### src/rtl/cpu_pkg.sv
// Shared CPU definitions: datapath width and
// multiplier FSM encodings.
package cpu_pkg;

  localparam int XLEN      = 32;
  localparam int MUL_ITERS = 32;

  typedef enum logic [1:0] {
    MUL_IDLE = 2'd0,
    MUL_RUN  = 2'd1,
    MUL_DONE = 2'd2
  } mul_state_t;

endpackage

### src/rtl/cla_adder32.sv
// 32-bit carry-look-ahead adder: 4-bit groups with
// group generate/propagate feeding a block carry chain.
module cla_adder32 (
  output logic        cout,
  output logic [31:0] sum,
  input  logic [31:0] a,
  input  logic [31:0] b
);

  logic [31:0] g;
  logic [31:0] p;
  logic [31:0] c;
  logic [7:0]  gg;
  logic [7:0]  gp;
  logic [8:0]  gc;

  assign g = a & b;
  assign p = a ^ b;

  always_comb begin
    gg = '0;
    gp = '0;
    gc = '0;
    c  = '0;
    for (int i = 0; i < 8; i++) begin
      gp[i] = &p[4*i +: 4];
      gg[i] = g[4*i+3]
            | (p[4*i+3] & g[4*i+2])
            | ((&p[4*i+2 +: 2]) & g[4*i+1])
            | ((&p[4*i+1 +: 3]) & g[4*i]);
      gc[i+1] = gg[i] | (gp[i] & gc[i]);
    end
    for (int i = 0; i < 8; i++) begin
      c[4*i] = gc[i];
      for (int j = 0; j < 3; j++) begin
        c[4*i+j+1] = g[4*i+j] | (p[4*i+j] & c[4*i+j]);
      end
    end
  end

  assign sum  = p ^ c;
  assign cout = gc[8];

endmodule

### src/rtl/mul32_seq.sv
// Sequential 32x32->64 unsigned shift-add multiplier
// built around the shared cla_adder32.
module mul32_seq
  import cpu_pkg::*;
(
  input  logic             clk,
  input  logic             rst_n,
  input  logic             in_valid,
  output logic             in_ready,
  input  logic [XLEN-1:0]  a,
  input  logic [XLEN-1:0]  b,
  output logic             out_valid,
  input  logic             out_ready,
  output logic [2*XLEN-1:0] product
);

  localparam logic [4:0] LAST = 5'(MUL_ITERS - 1);

  mul_state_t      state;
  mul_state_t      state_n;
  logic [XLEN-1:0] mcand;
  logic [XLEN-1:0] hi;
  logic [XLEN-1:0] lo;
  logic [4:0]      cnt;
  logic [XLEN-1:0] add_b;
  logic [XLEN-1:0] sum;
  logic            cout;

  // Only the operand mux sits in front of the adder.
  assign add_b = lo[0] ? mcand : '0;

  cla_adder32 u_add (
    .cout (cout),
    .sum  (sum),
    .a    (hi),
    .b    (add_b)
  );

  always_comb begin
    state_n   = state;
    in_ready  = 1'b0;
    out_valid = 1'b0;
    unique case (1'b1)
      (state == MUL_IDLE): begin
        in_ready = rst_n;
        if (in_valid) state_n = MUL_RUN;
      end
      (state == MUL_RUN): begin
        if (cnt == LAST) state_n = MUL_DONE;
      end
      (state == MUL_DONE): begin
        out_valid = 1'b1;
        if (out_ready) state_n = MUL_IDLE;
      end
      default: state_n = MUL_IDLE;
    endcase
  end

  always_ff @(posedge clk or negedge rst_n) begin
    if (!rst_n) begin
      state <= MUL_IDLE;
      mcand <= '0;
      hi    <= '0;
      lo    <= '0;
      cnt   <= '0;
    end else begin
      state <= state_n;
      if (state == MUL_IDLE && in_valid) begin
        mcand <= a;
        lo    <= b;
        hi    <= '0;
        cnt   <= '0;
      end else if (state == MUL_RUN) begin
        {hi, lo} <= {cout, sum, lo[XLEN-1:1]};
        cnt      <= cnt + 5'd1;
      end
    end
  end

  assign product = {hi, lo};

endmodule
### config.mk
export PLATFORM = sky130hd
export DESIGN_NAME = mul32_seq
export DESIGN_NICKNAME = d
export VERILOG_FILES = /design/src/rtl/cpu_pkg.sv /design/src/rtl/cla_adder32.sv /design/src/rtl/mul32_seq.sv
export SDC_FILE = /design/constraint.sdc
export NUM_CORES = 1
export LEC_CHECK = 0
export BUFFER_PORTS_ARGS = -buffer_cell sky130_fd_sc_hd__buf_2
export CAP_MARGIN = 0
export CORE_MARGIN = 3
export CORE_UTILIZATION = 49
export DETAILED_ROUTE_END_ITERATION = 8
export GPL_TIMING_DRIVEN = 0
export PLACE_DENSITY = 0.73
export RECOVER_POWER = 100
export SLEW_MARGIN = 20
export SYNTH_ARGS = -nofsm -noshare
export SYNTH_HDL_FRONTEND = slang
export SYNTH_SLANG_ARGS = --single-unit
### constraint.sdc
create_clock -name clk -period 3.8 [get_ports clk]
set_clock_uncertainty 0.15 [all_clocks]
set_input_delay 0.19 -clock clk [delete_from_list [all_inputs] [get_ports clk]]
set_output_delay 0.19 -clock clk [all_outputs]
set_load 0.02 [all_outputs]
==> results.yml <==
status:
  status: "completed"
die:
  initial_core_util_pct: 51.07
  dieArea_sq_um: 12820
  num_rows: 38
  coreArea_sq_um: 11030
  die_h_um: 113.2
  io_pins: 134
  die_x_um: 113.2
grt:
  grt_pass1_wl_um: 26240
  grt_start_max_net_pins: 54
  antenna_found_initial: 0
  grt_pass1_vias: 5511
  grt-ovfl-total: 0
  track_usage_pct: 25.54
clocking:
  insertion_delay_ns: 0.36
  cts.root.buffer_cell: "clkbuf_16"
  numCtsBuffers: 9
  clk_path_buf_depth: 2
  htreeDepth: 3
  cts_tree: "done"
  clock_sinks: 103
  cts.clk_slew.worst_paths_ns: 0.08
sta:
  relSlewSlack_pct: 58.25
  fin_ws_ns: 0.05416
  rsz0062_at_grt: "true"
  fin_crit_ns: 3.746
  finalSetupViolCount: 0
  max_freq_mhz: 267.0
  fin_hold_ws_ns: 0.1921
  drv_slew: 0
  worstMarginPinSlew_ns: 0.6239
  final_hold_viol_count: 0
  min_period_over_period_pct: 98.57
layout:
  multiInputGateArea_sq_um: 2913
  regArea_sq_um: 2579
  n_fill_cell: 866
  finish.utilization_pct: 70.33
  diodes: 0
  final_cells: 987
  drive_above_1_share_pct: 19.72
  area_growth_pct: 37.72
  nets: 967
setup_path:
  r2r_slack_ns: 0.05
  r2r_cells: 12
  crit_path_max_fanout: 8
  start_kind: "register"
  worstSetupPathType: "reg2reg"
  reg2reg_to: "hi[21]$_DFFE_PN0P_"
  cp-end-kind: "register"
  reg2reg_from: "lo[0]$_DFFE_PN0P_"
  arrival_ns: 3.82
  critPathRequiredTime_ns: 3.87
place:
  placed_cells: 891
  place_hpwl_um: 10580
  portBuffers: 133
  gp_congestion: 0.9015
  pre_cts_slack_ns: -0.4318
power:
  power_frac_seq_pct: 32.7
  power_w: 0.006616
  pwr-share-comb_pct: 52.5
  peakVddDrop_mv: 0.5301
  p_int_w: 0.003579
  netSwitchingFraction_pct: 45.91
  p_sw_w: 0.003038
  power_leakage_nw: 3.880
  powerDensity_nw_per_um2: 852.9
  p_clk_share_pct: 14.8
detailed_routing:
  wl_per_cell_um: 15.95
  drtAntennaViolNets: 0
  drcViolationCount: 0
  first_iter_violations: 245
  num_vias: 5191
  first_pass_iters: 5
  vias_per_cell: 5.259
  routed_wl_um: 15740
min_path:
  holdCritPathClass: "in2async"
synthesis:
  async_flop_share_pct: 100.0
  yosysWarnings: 0
  synth_top_area_share_pct: 45.76
  synth_edf_count: 0
  synth_area_leader_cell: "dfrtp_1"
  synth_area_sq_um: 5633
  synth.distinct_cells: 38
  synth_ff_type: "dfrtp_1"
  ys_seq_elements: 103
  synth_cells: 617
  ys_seq_area_share_pct: 45.76
  ys_top_cells_by_area: "dfrtp_1, nand2_1, fa_1"
  syn_area_per_cell_sq_um: 9.130
  postSynthNetCount: 742
run:
  drv_cap: 0
worst max-delay path, cell delays in order, from the launching register on:
cell and delay (ns):
dfrtp_2 0.47, clkbuf_16 0.19, and2_4 0.15, ha_4 0.28, and4_4 0.22, a221oi_4 0.07
o31a_4 0.39, o21ai_4 0.19, a21oi_2 0.09, fa_2 0.39, fa_2 0.41, fa_2 0.56
o21ai_1 0.05
sequential cells by signal (all words and copies together), names as in the netlist:
signal / cells
mcand: 32
state: 2
hi: 32
cnt: 5
lo: 32
cells in the mapped netlist (4+ instances only):
master,count
nand2_1,199
dfrtp_1,103
inv_1,50
o21ai_0,38
nand3_1,36
ha_1,34
a22oi_1,32
fa_1,23
buf_2,18
clkbuf_1,15
a21oi_1,14
and2_1,10
xor2_1,7
nor2_1,5
a21o_1,4
through the flow:
step / area (sq um) / TNS, ns
6_report: 7757 / 0
5_1_grt: 7757 / -0.07448
4_1_cts: 7595 / 0
3_5_place_dp: 6510 / -2.412
3_3_place_gp: 6476 / -1.609
2_1_floorplan: 5635 / 0
layout by cell type (no fill, tap or decap), types with 3 or more instances in the layout:
master / Yosys / final
dfrtp_1: 103 / 102
and2_1: 10 / 8
a22oi_1: 32 / 32
a21o_1: 4 / 4
nor2_1: 5 / 5
clkbuf_1: 15 / 75
ha_4: 0 / 6
o21ai_1: 1 / 6
ha_1: 34 / 28
o21ai_0: 38 / 31
inv_2: 1 / 4
dlygate4sd3_1: 0 / 66
fa_1: 23 / 12
clkbuf_16: 0 / 10
nand2_2: 0 / 5
a21oi_1: 14 / 12
nand3_1: 36 / 36
fa_2: 0 / 11
xor2_1: 7 / 7
buf_2: 18 / 87
buf_4: 0 / 12
nand2_4: 0 / 3
a21oi_2: 1 / 3
nand2_1: 199 / 191
inv_1: 50 / 46
area by class of cell:
cell class / instances / area share [%]
plain buffers: 33 / 2.355
repair buffers: 214 / 18.08
well taps: 140 / 2.258
clock inverters: 7 / 1.113
multi-input cells: 430 / 37.55
clock buffers: 9 / 2.903
flip-flops and latches: 103 / 33.24
inverters: 51 / 2.500
per-layer routing:
metal	routed length [um]	vias to the layer above	GRT usage, %
met5	0	-	0
met4	301	0	7.532
met3	989	28	7.594
met2	7913	165	44.47
met1	6536	2532	30.67
li1	-	2466	-
how the worst max path moves through the flow:
stage	startpoint	to	slack, ns	cells after the start
after global placement	lo[0]$_DFFE_PN0P_	hi[22]$_DFFE_PN0P_	-0.31	13
final	lo[0]$_DFFE_PN0P_	hi[21]$_DFFE_PN0P_	0.05	12
after detailed placement	lo[0]$_DFFE_PN0P_	hi[22]$_DFFE_PN0P_	-0.43	14
after floorplan	lo[0]$_DFFE_PN0P_	hi[22]$_DFFE_PN0P_	0.002	13
after CTS	lo[0]$_DFFE_PN0P_	hi[29]$_DFFE_PN0P_	0.009	16
after global routing	lo[0]$_DFFE_PN0P_	hi[21]$_DFFE_PN0P_	-0.03	13
power by group through the flow:
stage | Sequential [W] | Clock (W) | Combinational [W]
finish | 0.00216 | 0.000977 | 0.00347
CTS | 0.00211 | 0.000994 | 0.00328
detailed placement | 0.00212 | 0 | 0.00309
global route | 0.00224 | 0.00104 | 0.00392
floorplan | 0.00244 | 0 | 0.00174
global placement | 0.00210 | 0 | 0.00293
logic make-up after synthesis:
logic type,share of synthesized area [%]
AO/OA/AOI/OAI,11.62
XOR/XNOR,1.244
AND/OR/NAND/NOR,19.66
flip-flops,45.76
adder cells (fa/ha/maj),15.73
buffers and inverters,5.997
what timing repair did:
action                                  in CTS  in global routing
resized for setup                           21                 44
endpoints found under the setup margin       9                  8
pin swaps                                    6                 17
endpoints found under the hold margin      117                  0
buffers inserted                             4                 10
hold buffers                                66                  0
(Power assumes the default switching activity.)
